--- src/rtl/nice_result_pkg.sv ---
// Shared encodings for the NICE result-response block: command functs,
// response bit positions, result width and FSM states.
package nice_result_pkg;

  localparam int RESULT_W    = 5;
  localparam int RSP_VLD_BIT = 8;
  localparam int RSP_OVF_BIT = 31;
  localparam int STATS_W     = 16;

  typedef enum logic [1:0] {
    FUNCT_POP   = 2'b00,
    FUNCT_COUNT = 2'b01,
    FUNCT_CLEAR = 2'b10,
    FUNCT_STATS = 2'b11
  } funct_e;

  typedef enum logic {
    ST_IDLE = 1'b0,
    ST_RSP  = 1'b1
  } state_e;

endpackage

--- src/rtl/result_fifo.sv ---
// Synchronous DEPTH x RESULT_W result FIFO with clear, full/empty and occupancy.
// Reads are show-ahead: rd_data is the oldest entry whenever not empty.
module result_fifo
  import nice_result_pkg::*;
#(
  parameter int DEPTH = 8
) (
  input  logic                       clk,
  input  logic                       rst,
  input  logic                       wr_en,
  input  logic [RESULT_W-1:0]        wr_data,
  input  logic                       rd_en,
  input  logic                       clear,
  output logic [RESULT_W-1:0]        rd_data,
  output logic                       full,
  output logic                       empty,
  output logic [$clog2(DEPTH):0]     count
);

  localparam int AW = $clog2(DEPTH);

  logic [RESULT_W-1:0] mem [DEPTH];
  logic [AW-1:0]       wr_ptr;
  logic [AW-1:0]       rd_ptr;
  logic                do_wr;
  logic                do_rd;

  assign empty   = (count == '0);
  assign full    = (count == (AW+1)'(DEPTH));
  assign rd_data = mem[rd_ptr];

  // A full FIFO still takes a write when the same cycle frees a slot.
  assign do_rd = rd_en & ~empty & ~clear;
  assign do_wr = wr_en & ~clear & (~full | do_rd);

  always_ff @(posedge clk) begin
    if (do_wr) mem[wr_ptr] <= wr_data;
  end

  always_ff @(posedge clk or posedge rst) begin
    if (rst) begin
      wr_ptr <= '0;
      rd_ptr <= '0;
      count  <= '0;
    end else if (clear) begin
      wr_ptr <= '0;
      rd_ptr <= '0;
      count  <= '0;
    end else begin
      if (do_wr) wr_ptr <= wr_ptr + AW'(1);
      if (do_rd) rd_ptr <= rd_ptr + AW'(1);
      case ({do_wr, do_rd})
        2'b10:   count <= count + (AW+1)'(1);
        2'b01:   count <= count - (AW+1)'(1);
        default: count <= count;
      endcase
    end
  end

endmodule

--- src/rtl/nice_result_rsp.sv ---
// NICE command front-end over the result FIFO: POP/COUNT/CLEAR/STATS with a
// one-cycle registered response. Optional counter under NICE_RESULT_STATS_EN.
module nice_result_rsp
  import nice_result_pkg::*;
#(
  parameter int DEPTH  = 8,
  parameter int RSP_DW = 32
) (
  input  logic                i_clk,
  input  logic                i_rst,
  input  logic [RESULT_W-1:0] i_result_data,
  input  logic                i_result_data_valid,
  input  logic                i_cmd_valid,
  output logic                o_cmd_ready,
  input  logic [1:0]          i_cmd_funct,
  output logic                o_rsp_valid,
  input  logic                i_rsp_ready,
  output logic [RSP_DW-1:0]   o_rsp_data,
  output logic                o_rsp_err,
  output logic                o_fifo_empty,
  output logic                o_fifo_full
);

  localparam int CNT_W = $clog2(DEPTH) + 1;

  state_e              state;
  funct_e              funct;
  logic                cmd_fire;
  logic                pop;
  logic                clr;
  logic                overflow;
  logic                ovf_set;
  logic [RESULT_W-1:0] fifo_rd_data;
  logic [CNT_W-1:0]    fifo_count;
  logic [RSP_DW-1:0]   rsp_data_nxt;
  logic                rsp_err_nxt;

  assign funct    = funct_e'(i_cmd_funct);
  assign cmd_fire = i_cmd_valid & o_cmd_ready;
  assign pop      = cmd_fire & (funct == FUNCT_POP);
  assign clr      = cmd_fire & (funct == FUNCT_CLEAR);

  // Only a genuinely dropped write counts as overflow; CLEAR-dropped writes do not.
  assign ovf_set  = i_result_data_valid & o_fifo_full & ~pop & ~clr;

  result_fifo #(.DEPTH(DEPTH)) u_fifo (
    .clk     (i_clk),
    .rst     (i_rst),
    .wr_en   (i_result_data_valid),
    .wr_data (i_result_data),
    .rd_en   (pop),
    .clear   (clr),
    .rd_data (fifo_rd_data),
    .full    (o_fifo_full),
    .empty   (o_fifo_empty),
    .count   (fifo_count)
  );

  always_ff @(posedge i_clk or posedge i_rst) begin
    if (i_rst)        overflow <= 1'b0;
    else if (clr)     overflow <= 1'b0;
    else if (ovf_set) overflow <= 1'b1;
  end

`ifdef NICE_RESULT_STATS_EN
  logic [STATS_W-1:0] stats_cnt;

  always_ff @(posedge i_clk or posedge i_rst) begin
    if (i_rst)
      stats_cnt <= '0;
    else if (clr)
      stats_cnt <= '0;
    else if (i_result_data_valid && (stats_cnt != '1))
      stats_cnt <= stats_cnt + STATS_W'(1);
  end
`endif

  always_comb begin
    rsp_data_nxt = '0;
    rsp_err_nxt  = 1'b0;
    case (funct)
      FUNCT_POP: begin
        if (o_fifo_empty) begin
          rsp_err_nxt = 1'b1;
        end else begin
          rsp_data_nxt[RESULT_W-1:0] = fifo_rd_data;
          rsp_data_nxt[RSP_VLD_BIT]  = 1'b1;
          rsp_data_nxt[RSP_OVF_BIT]  = overflow;
        end
      end
      FUNCT_COUNT: begin
        rsp_data_nxt[CNT_W-1:0]   = fifo_count;
        rsp_data_nxt[RSP_OVF_BIT] = overflow;
      end
      FUNCT_STATS: begin
`ifdef NICE_RESULT_STATS_EN
        rsp_data_nxt[STATS_W-1:0] = stats_cnt;
`else
        rsp_err_nxt = 1'b1;
`endif
      end
      default: begin
        rsp_data_nxt = '0;
        rsp_err_nxt  = 1'b0;
      end
    endcase
  end

  // Response payload is captured at accept and held untouched until the next accept.
  always_ff @(posedge i_clk or posedge i_rst) begin
    if (i_rst) begin
      state       <= ST_IDLE;
      o_cmd_ready <= 1'b1;
      o_rsp_valid <= 1'b0;
      o_rsp_data  <= '0;
      o_rsp_err   <= 1'b0;
    end else begin
      case (state)
        ST_IDLE: begin
          if (cmd_fire) begin
            state       <= ST_RSP;
            o_cmd_ready <= 1'b0;
            o_rsp_valid <= 1'b1;
            o_rsp_data  <= rsp_data_nxt;
            o_rsp_err   <= rsp_err_nxt;
          end
        end
        ST_RSP: begin
          if (i_rsp_ready) begin
            state       <= ST_IDLE;
            o_cmd_ready <= 1'b1;
            o_rsp_valid <= 1'b0;
          end
        end
        default: begin
          state       <= ST_IDLE;
          o_cmd_ready <= 1'b1;
          o_rsp_valid <= 1'b0;
        end
      endcase
    end
  end

endmodule

--- config.mk ---
export PLATFORM = sky130hd
export DESIGN_NAME = nice_result_rsp
export DESIGN_NICKNAME = d
export VERILOG_FILES = /design/src/rtl/nice_result_pkg.sv /design/src/rtl/result_fifo.sv /design/src/rtl/nice_result_rsp.sv
export SDC_FILE = /design/constraint.sdc
export NUM_CORES = 1
export LEC_CHECK = 0
export BUFFER_PORTS_ARGS = -buffer_cell sky130_fd_sc_hd__buf_2
export CORE_ASPECT_RATIO = 1.5
export CORE_MARGIN = 1
export CORE_UTILIZATION = 63
export CTS_BUF_LIST = sky130_fd_sc_hd__clkbuf_8
export DETAILED_ROUTE_END_ITERATION = 10
export PLACE_DENSITY_LB_ADDON = 0.1
export REMOVE_ABC_BUFFERS = 1
export SYNTH_ARGS = -nofsm -noshare
export SYNTH_HDL_FRONTEND = slang
export SYNTH_SLANG_ARGS = --single-unit
export TNS_END_PERCENT = 100
--- constraint.sdc ---
create_clock -name i_clk -period 5.1 [get_ports i_clk]
set_input_delay 1.02 -clock i_clk [delete_from_list [all_inputs] [get_ports i_clk]]
set_output_delay 1.02 -clock i_clk [all_outputs]
set_load 0.05 [all_outputs]
==> results of run 1 <==
## cell families (layout without fill, tap and decap cells)
family                   Yosys count  after routing  share of synthesized area (%)
AND/OR/NAND/NOR                   63             63                           11.0
AO/OA/AOI/OAI                     25             25                           6.25
other                              1             25                          0.125
multiplexers                      18             18                           10.2
flip-flops                        62             62                           58.3
buffers and inverters             39             45                           8.37
XOR/XNOR                           6              6                           1.75
adder cells (fa/ha/maj)            9              9                           4.00
## metal layers
layer	vias up	routed length (um)
met5	-	0
met4	0	94
met3	9	195
met2	42	2800
met1	847	2170
li1	819	-
## placed cells by master, fill, tap and decap left out, types with 7 or more instances in the layout
| master | instances |
|---|---|
| clkbuf_8 | 9 |
| ha_1 | 8 |
| nand2_1 | 22 |
| edfxtp_1 | 40 |
| conb_1 | 25 |
| nor2_1 | 16 |
| buf_2 | 23 |
| mux2i_1 | 8 |
| dfrtp_1 | 21 |
| mux4_2 | 10 |
| inv_1 | 7 |
## per-stage QoR
| stage | hold WS (ns) | instances | power [uW] | instance area [um2] |
|---|---|---|---|---|
| final | 0.472 | 317 | 1510 | 3250 |
| after global routing | 0.513 | 317 | 1590 | 3250 |
| after CTS | 0.476 | 317 | 1530 | 3250 |
| after detailed placement | 0.461 | 301 | 1120 | 3060 |
| after global placement | 0.459 | 301 | 1100 | 3060 |
| after floorplan | 0.456 | 214 | 1020 | 2870 |
## sequential cells by signal, summed over array words and instances (netlist names)
| signal | cells |
|---|---|
| o_cmd_ready | 1 |
| o_rsp_data | 7 |
| o_rsp_err | 1 |
| o_rsp_valid | 1 |
| overflow | 1 |
| state | 1 |
| u_fifo.count | 4 |
| u_fifo.mem | 40 |
| u_fifo.rd_ptr | 3 |
| u_fifo.wr_ptr | 3 |
## tightest hold or removal path, delay by kind of cell (launching register included)
kind,cells,cell delay (ns)
flip-flops,1,0.34
AND/OR/NAND/NOR,1,0.05
AO/OA/AOI/OAI,1,0.05
## power breakdown
group / leakage (uW) / switching, uW / total, uW / internal [uW]
Clock: 0.000102 / 189 / 412 / 223
Sequential: 0.000640 / 91.0 / 724 / 633
Combinational: 0.000561 / 248 / 378 / 130
## worst min-delay path by stage
stage	startpoint	end	slack [ns]
after floorplan	overflow$_DFFE_PP0P_	overflow$_DFFE_PP0P_	0.46
after global placement	o_rsp_err$_DFFE_PP0P_	o_rsp_err$_DFFE_PP0P_	0.46
after detailed placement	o_rsp_err$_DFFE_PP0P_	o_rsp_err$_DFFE_PP0P_	0.46
after CTS	o_rsp_err$_DFFE_PP0P_	o_rsp_err$_DFFE_PP0P_	0.48
after global routing	o_rsp_valid$_DFFE_PP0P_	o_rsp_valid$_DFFE_PP0P_	0.51
final	o_rsp_err$_DFFE_PP0P_	o_rsp_err$_DFFE_PP0P_	0.47
## final cells by class
class / instances / area, um2 / area share (%)
Timing Repair Buffer: 23 / 115 / 3.54
Tap cell: 64 / 80.1 / 2.46
Clock inverter: 7 / 65.1 / 2.00
Multi-Input combinational cell: 146 / 1090 / 33.6
Sequential cell: 62 / 1750 / 53.9
Clock buffer: 9 / 124 / 3.81
Inverter: 6 / 22.5 / 0.693
==> impl_metrics.py, run 1 <==
metrics = {
    "layout": {
        "diodes": 0,
        "layout.nets": 269,
        "syn_to_final_growth_pct": 8.16,
        "layout-drive-gt1-share_pct": 20.9,
        "fillers": 328,
        "post-route-util_pct": 71.6,
    },
    "run_status": {
        "outcome": "finished clean",
    },
    "grt": {
        "grt_max_degree": 23,
        "use_met2_pct": 39.4,
        "grt_use_met1_pct": 28.4,
        "antenna_found_initial": 0,
        "grt_pass1_vias": 1717,
        "grt_pass1_wl_um": 8420,
        "grt_overflow_total": 0,
        "top_usage_layer": "met2",
        "track_usage_pct": 23.6,
        "met3_usage_pct": 5.97,
    },
    "cts": {
        "clock-root-buffer": "clkbuf_8",
        "path_clk_slew_ns": 0.07,
        "cts_buffer_depth": 2,
        "numCtsBuffers": 9,
        "clk_latency_ns": 0.34,
        "cts_tree": "yes",
        "cts_resized": 0,
        "h-tree-depth": 3,
        "cts_sinks": 62,
        "post-cts-setup-buffers": 0,
        "ctsHoldBuffers": 0,
    },
    "worst_setup_path": {
        "cp_top_family": "simple AND/OR/NAND/NOR gates",
        "cp_max_fo": 6,
        "r2r_end": "u_fifo.count[3]$_DFFE_PP0P_",
        "cp_slowest_stage_delay_ns": 0.52,
        "r2r-start": "o_cmd_ready$_DFFE_PP1P_",
        "cp.arrival_ns": 3.19,
        "rrSetupSlack_ns": 2.66,
        "cp.buffers_inverters": 2,
        "critPathKind": "in2reg",
        "required_ns": 5.32,
        "crit_cells": 10,
        "startpoint_type": "input pin",
        "endpoint": "u_fifo.count[3]$_DFFE_PP0P_",
        "cp_slowest_cell": "nor4_2",
        "path_cells": "buf_2, inv_1, ha_1, nand3_1, nor4_2, ha_1, a21oi_1, a211oi_1, mux2i_1, nand3_1",
        "cp-end-kind": "register",
        "reg2reg_depth": 7,
        "startpoint": "i_cmd_funct[1]",
    },
    "sta": {
        "setup-tns-final_ns": 0,
        "tightest_slew_ns": 0.920,
        "slew_headroom_pct": 38.2,
        "min_period_over_period_pct": 58.2,
        "slew_viol_final": 0,
        "fmax_mhz": 337,
        "setup_violations": 0,
        "skew_ns": 0.0117,
        "finalHoldViolations": 0,
        "postLayoutSetupSlackWorst_ns": 2.13,
        "period_minus_slack_ns": 2.97,
        "rsz0062_at_grt": "no",
    },
    "yosys": {
        "syn_avg_cell_area_um2": 13.5,
        "synth-main-ff-cell": "edfxtp_1",
        "synthCells": 223,
        "yosysTopAreaCell": "edfxtp_1",
        "ys_top_cells_by_area": "edfxtp_1 (40%), dfrtp_1 (17%), mux4_2 (7.5%), buf_4 (6.2%), ha_1 (3.3%)",
        "synth_edf_count": 40,
        "synthArstFlopShare_pct": 35.5,
        "yosysSeqAreaShare_pct": 58.3,
        "synth_top_cell_area_share_pct": 40.0,
        "yosys-top-cells-count": "edfxtp_1 (40), buf_4 (25), nand2_1 (22), dfrtp_1 (21), nor2_1 (16)",
        "synth_warnings": 0,
        "synth.most_common_cell": "edfxtp_1",
        "synth_seq_cells": 62,
        "synth_area_mm2": 0.00301,
        "yosys.cell_types.count": 42,
    },
    "die": {
        "die-area_mm2": 0.00506,
        "io_pins": 49,
        "row_count": 30,
        "core_area_mm2": 0.00454,
        "die_h_um": 86.6,
        "die_x_um": 58.4,
        "start_util_pct": 66.2,
    },
    "power": {
        "p_leak_uw": 0.00130,
        "pwr_density_cell_mw_per_mm2": 466,
        "peakVddDrop_uv": 289,
    },
    "drt": {
        "drc": 0,
        "routed_via_density": 5.42,
        "wire_per_inst_um": 16.6,
        "drt_iter0_drc": 122,
        "ant_nets": 0,
        "firstDrtPassIters": 4,
        "routed_wirelength_um": 5250,
        "via_count": 1717,
    },
    "place": {
        "io_buffers": 23,
        "routabilityCongestion": 0.758,
        "dpl.hpwl_um": 3720,
        "dp_slack_ns": 1.80,
    },
    "hold_path": {
        "hold_path_depth": 2,
        "min_path_type": "reg2reg",
    },
    "flow_run": {
        "maxCapViolCount": 0,
    },
}
Note: power is estimated with default switching activity, not from simulation.
==> run 2, diff against run 1 <==
- CORE_UTILIZATION: 63 -> 58
- clock period: 5.1 -> 3.1 ns (I/O delays scaled with it)
==> run 2 against run 1 <==
Compared with the run above: routed wire length is 3.3% higher; cell area is 0.73% higher; clock power is 65% higher; non-clock buffer count is 3 higher; total power is 65% higher; sequential cell count stayed put; via count is 2.2% higher; first-iteration DRC count is 30% lower; sequential power is 64% higher; critical path depth is 7 lower; largest cell class unchanged.
==> impl_metrics.py, run 2 (synthesized netlist as in run 1, its figures left out) <==
metrics = {
    "place": {
        "routabilityCongestion": 0.798,
        "dp_cells": 306,
        "io_buffers": 23,
        "dp_slack_ns": 0.496,
        "dpl.hpwl_um": 3760,
    },
    "cts": {
        "h-tree-depth": 3,
        "ctsHoldBuffers": 0,
        "clock-root-buffer": "clkbuf_8",
        "cts_buffer_depth": 2,
        "cts_resized": 0,
        "cts_sinks": 62,
        "cts_tree": "yes",
        "path_clk_slew_ns": 0.07,
        "numCtsBuffers": 9,
        "post-cts-setup-buffers": 0,
        "clk_latency_ns": 0.34,
    },
    "sta": {
        "min_period_over_period_pct": 79.8,
        "setup_violations": 0,
        "tightest_slew_ns": 0.842,
        "rsz0062_at_grt": "no",
        "skew_ns": 0.0120,
        "finalHoldViolations": 0,
        "period_minus_slack_ns": 2.48,
        "postLayoutSetupSlackWorst_ns": 0.625,
        "fmax_mhz": 404,
        "setup-tns-final_ns": 0,
        "slew_viol_final": 0,
        "slew_headroom_pct": 43.8,
    },
    "layout": {
        "syn_to_final_growth_pct": 8.95,
        "largest_register_ff_count": 40,
        "layout.nets": 272,
        "largest_register": "u_fifo.mem",
        "top_regs": "u_fifo.mem: 40 flops, o_rsp_data: 7 flops, u_fifo.count: 4 flops",
        "final_cell_mix": "edfxtp_1 (40), conb_1 (25), buf_2 (23)",
        "layout-drive-gt1-share_pct": 21.9,
        "instances_no_fill": 322,
        "layout_commonest_cell": "edfxtp_1",
        "diodes": 0,
        "fillers": 378,
    },
    "worst_setup_path": {
        "required_ns": 2.48,
        "cp-end-kind": "primary output",
        "critPathKind": "reg2out",
        "cp_max_fo": 8,
        "startpoint_type": "register",
        "cp.arrival_ns": 1.86,
    },
    "die": {
        "die_x_um": 60.8,
        "start_util_pct": 61.5,
        "die_h_um": 90.2,
        "die-area_mm2": 0.00548,
        "io_pins": 49,
        "core_area_mm2": 0.00489,
        "row_count": 31,
    },
    "drt": {
        "firstDrtPassIters": 4,
        "wire_per_inst_um": 16.8,
        "ant_nets": 0,
        "drc": 0,
        "routed_via_density": 5.45,
        "drt_iter0_drc": 85,
        "via_count": 1754,
        "routed_wirelength_um": 5430,
    },
    "power": {
        "pwr_density_cell_mw_per_mm2": 764,
        "peakVddDrop_uv": 452,
        "p_leak_uw": 0.00131,
    },
    "grt": {
        "antenna_found_initial": 0,
        "grt_max_degree": 23,
        "grt_pass1_vias": 1717,
        "track_usage_pct": 22.1,
        "grt_pass1_wl_um": 8380,
        "grt_overflow_total": 0,
    },
    "flow_run": {
        "maxCapViolCount": 0,
    },
    "hold_path": {
        "min_path_type": "in2async",
    },
    "run_status": {
        "outcome": "finished clean",
    },
}
## run 2: cell count changes in the layout (fill, tap and decap cells not counted), sizes merged
cell / previous run / this run
buf: 23 / 26
clkinv: 4 / 3
clkinvlp: 0 / 1
## run 2: stage by stage
stage	hold slack, ns	utilization [%]	cell area, um2	total power, uW
after floorplan	0.456	-	2870	1670
after global placement	0.457	63.2	3090	1830
after detailed placement	0.456	63.2	3090	1840
after CTS	0.469	67.0	3270	2510
after global routing	0.475	67.0	3270	2620
final	0.433	67.0	3270	2500
## run 2: routing by layer
metal,global-route usage (%),vias up,part of all wire [%]
met4,13.3,0,3.0
met1,26.0,870,42
li1,-,828,-
met2,36.0,42,52
met3,4.17,14,2.7
met5,0,-,0
## run 2: final timing paths
kind | end | cells past startpoint | from | slack [ns]
max reg2reg | u_fifo.count[3]$_DFFE_PP0P_ | 8 | u_fifo.count[0]$_DFFE_PP0P_ | 0.81
max | o_fifo_full | 3 | u_fifo.count[0]$_DFFE_PP0P_ | 0.62
min reg2reg | o_rsp_valid$_DFFE_PP0P_ | 2 | o_rsp_valid$_DFFE_PP0P_ | 0.47
max in group asynchronous | u_fifo.wr_ptr[1]$_DFFE_PP0P_ | 2 | i_rst | 2.13
min in group i_clk | o_rsp_valid$_DFFE_PP0P_ | 2 | o_rsp_valid$_DFFE_PP0P_ | 0.47
min | o_rsp_data[4]$_DFFE_PP0P_ | 2 | i_rst | 0.43
## run 2: area by class of cell
cell class,instances,area [um2],area share (%)
flip-flops and latches,62,1750,53.5
multi-input cells,146,1090,33.3
repair buffers,26,138,4.20
clock buffers,9,124,3.78
well taps,66,82.6,2.52
clock inverters,7,63.8,1.95
inverters,6,22.5,0.688
## run 2: where the power goes
| part | switching, uW | internal (uW) | leakage, uW |
|---|---|---|---|
| registers | 153 | 1040 | 0.000640 |
| logic | 409 | 221 | 0.000577 |
| clock network | 313 | 365 | 0.0000982 |
| total | 875 | 1630 | 0.00131 |
## run 2: worst max-delay path, cell delays in order (launching register included)
cell,delay [ns]
dfrtp_1,0.53
or4b_4,0.62
inv_1,0.09
buf_2,0.27
==> run 3, diff against run 2 <==
- ABC_AREA: unset -> 1
- CORE_UTILIZATION: 58 -> 53
- clock period: 3.1 -> 2.1 ns (I/O delays scaled with it)
==> run 3 against run 2 <==
Compared with the run above: total power rose by 85%; synthesized cell count rose by 36%; register-to-register slack got worse by 0.64 ns; critical path depth rose by 9.
==> impl_metrics.py, run 3 <==
metrics = {
    "cts": {
        "cts_tree": "yes",
        "clock-root-buffer": "clkbuf_8",
        "numCtsBuffers": 9,
        "cts_sinks": 62,
        "post-cts-setup-buffers": 0,
        "cts_buffer_depth": 2,
        "clk_latency_ns": 0.34,
        "path_clk_slew_ns": 0.07,
        "h-tree-depth": 3,
    },
    "worst_setup_path": {
        "rrSetupSlack_ns": 0.17,
        "cp-end-kind": "register",
        "reg2reg_depth": 12,
        "required_ns": 2.36,
        "crit_cells": 12,
        "r2r-start": "o_cmd_ready$_DFFE_PP1P_",
        "cp_slowest_cell": "dfstp_2",
        "cp_slowest_stage_delay_ns": 0.54,
        "r2r_end": "u_fifo.count[3]$_DFFE_PP0P_",
        "endpoint": "u_fifo.count[3]$_DFFE_PP0P_",
        "startpoint": "o_cmd_ready$_DFFE_PP1P_",
        "path_cells": "nand2_2, nor2_4, nand3_2, nor2_2, ha_1, a21oi_2, nand2_1, nand2_1, nand2_1, nand2_1, nand3_1, o21bai_1",
        "cp.arrival_ns": 2.20,
        "critPathKind": "reg2reg",
        "cp_max_fo": 3,
        "cp.buffers_inverters": 0,
        "cp_common_cell": "nand2_1",
        "cp_top_family": "simple AND/OR/NAND/NOR gates",
        "startpoint_type": "register",
    },
    "yosys": {
        "muxShareOfSynthArea_pct": 0,
        "synth-main-ff-cell": "edfxtp_1",
        "synth_warnings": 0,
        "synth_simple_gate_area_share_pct": 18.2,
        "synth_area_mm2": 0.00302,
        "synth_top_cell_area_share_pct": 39.7,
        "synth_seq_cells": 62,
        "yosys.area_share.xor_xnor_pct": 0.290,
        "synth_top_family_by_area": "simple AND/OR/NAND/NOR gates",
        "synthArstFlopShare_pct": 35.5,
        "synthCells": 303,
        "synth_compound_area_share_pct": 9.10,
        "synth.most_common_cell": "nand2_1",
        "synth_edf_count": 40,
        "yosysSeqAreaShare_pct": 58.0,
        "ys_top_cells_by_area": "edfxtp_1 (40%), dfrtp_1 (17%), nand2_1 (7.1%), buf_4 (6.2%), o21ai_0 (4.3%)",
        "yosysTopAreaCell": "edfxtp_1",
        "yosys-top-cells-count": "nand2_1 (57), edfxtp_1 (40), nor2_1 (31), o21ai_0 (26), buf_4 (25)",
        "yosys.area_share.adder_pct": 3.97,
        "syn_avg_cell_area_um2": 9.98,
        "yosys.cell_types.count": 26,
    },
    "layout": {
        "design_area_mm2": 0.00344,
        "layout-drive-gt1-share_pct": 21.3,
        "largest_register": "u_fifo.mem",
        "largest_register_ff_count": 40,
        "final_cell_mix": "nand2_1 (57), edfxtp_1 (40), nor2_1 (30)",
        "fillers": 483,
        "area.sequential_mm2": 0.00175,
        "syn_to_final_growth_pct": 13.9,
        "multiInputGateArea_mm2": 0.00105,
        "layout_commonest_cell": "nand2_1",
        "instances_no_fill": 426,
        "layout.nets": 372,
        "diodes": 0,
        "top_regs": "u_fifo.mem: 40 flops, o_rsp_data: 7 flops, u_fifo.count: 4 flops",
    },
    "grt": {
        "grt_overflow_total": 0,
        "grt_max_degree": 23,
        "track_usage_pct": 21.3,
        "grt_pass1_vias": 2023,
        "antenna_found_initial": 0,
        "grt_pass1_wl_um": 9350,
    },
    "hold_path": {
        "min_path_type": "in2async",
    },
    "drt": {
        "wire_per_inst_um": 13.3,
        "via_count": 2116,
        "drc": 0,
        "drt_iter0_drc": 106,
        "ant_nets": 0,
        "routed_via_density": 4.97,
        "firstDrtPassIters": 4,
        "routed_wirelength_um": 5690,
    },
    "die": {
        "die_x_um": 63.7,
        "die-area_mm2": 0.00602,
        "die_h_um": 94.5,
        "start_util_pct": 55.1,
        "row_count": 33,
        "io_pins": 49,
        "core_area_mm2": 0.00549,
    },
    "sta": {
        "setup_violations": 0,
        "slew_viol_final": 0,
        "period_minus_slack_ns": 1.93,
        "min_period_over_period_pct": 92.1,
        "rsz0062_at_grt": "no",
        "fmax_mhz": 517,
        "finalHoldViolations": 0,
        "skew_ns": 0.00739,
    },
    "place": {
        "dp_cells": 410,
        "routabilityCongestion": 0.770,
        "dpl.hpwl_um": 4270,
        "io_buffers": 23,
        "placed_cell_area_mm2": 0.00326,
    },
    "power": {
        "peakVddDrop_uv": 643,
        "p_leak_uw": 0.00157,
        "pwr_density_cell_mw_per_mm2": 1340,
    },
    "flow_run": {
        "maxCapViolCount": 0,
    },
    "run_status": {
        "outcome": "finished clean",
    },
}
## run 3: changes by cell type after synthesis, moves of 5 or more
cell and change:
inv_1 +17, nand2_1 +35, mux4_2 -10, o21ai_0 +20, mux2i_1 -8, nor2_1 +15
a21oi_1 +10, nand3_1 +11, nand3_2 +5
## run 3: cell type report
class | count | share of cell area (%)
flip-flops and latches | 62 | 50.9
clock buffers | 9 | 3.60
multi-input cells | 209 | 30.6
well taps | 70 | 2.54
inverters | 23 | 2.51
repair buffers | 46 | 8.36
clock inverters | 7 | 1.45
## run 3: where the power goes
group	switching, uW	internal, uW	total (uW)
Combinational	1330	565	1900
Sequential	196	1630	1820
Clock	474	428	902
Total	2000	2620	4620
## run 3: per-stage QoR
stage	TNS, ns	hold WS (ns)	total power (uW)	util [%]	worst slack, ns
after floorplan	-0.160	0.408	3170	-	-0.160
after global placement	0	0.461	3730	59.4	0.00357
after detailed placement	-0.106	0.463	3760	59.4	-0.106
after CTS	0	0.0925	4670	62.6	0.0887
after global routing	0	0.107	4950	62.7	0.0166
final	0	0.102	4620	62.7	0.166
## run 3: worst reg2reg max path, cell delays in order, from the launching register on
cell and delay (ns):
dfstp_2 0.54, nand2_2 0.09, nor2_4 0.11, nand3_2 0.10
nor2_2 0.16, ha_1 0.29, a21oi_2 0.15, nand2_1 0.06
nand2_1 0.08, nand2_1 0.05, nand2_1 0.05, nand3_1 0.07
o21bai_1 0.12
## run 3: layer usage
metal,wire length [um],GRT usage [%]
met5,0,0
met3,133,3.14
met1,2340,23.8
met2,3080,37.3
met4,133,14.4
## run 3: cells by family after synthesis
kind of cell    Yosys count
other cells               1
buf+inv                  56
simple gates            123
flops                    62
xor+xnor                  1
fa+ha+maj                 9
compound gates           51
## run 3: worst min-delay path by stage
stage | slack [ns] | depth (start not counted) | to | startpoint
2_1_floorplan | 0.41 | 1 | o_rsp_data[0]$_DFFE_PP0P_ | i_rst
3_3_place_gp | 0.46 | 2 | o_rsp_err$_DFFE_PP0P_ | o_rsp_err$_DFFE_PP0P_
3_5_place_dp | 0.46 | 2 | o_rsp_data[31]$_DFFE_PP0P_ | o_rsp_data[31]$_DFFE_PP0P_
4_1_cts | 0.09 | 3 | u_fifo.count[1]$_DFFE_PP0P_ | i_rst
5_1_grt | 0.11 | 3 | u_fifo.count[1]$_DFFE_PP0P_ | i_rst
6_report | 0.10 | 3 | u_fifo.count[1]$_DFFE_PP0P_ | i_rst
## run 3: what timing repair did
action,CTS,global route
hold buffers,0,0
endpoints found under the setup margin,0,1
gates resized for setup,0,2
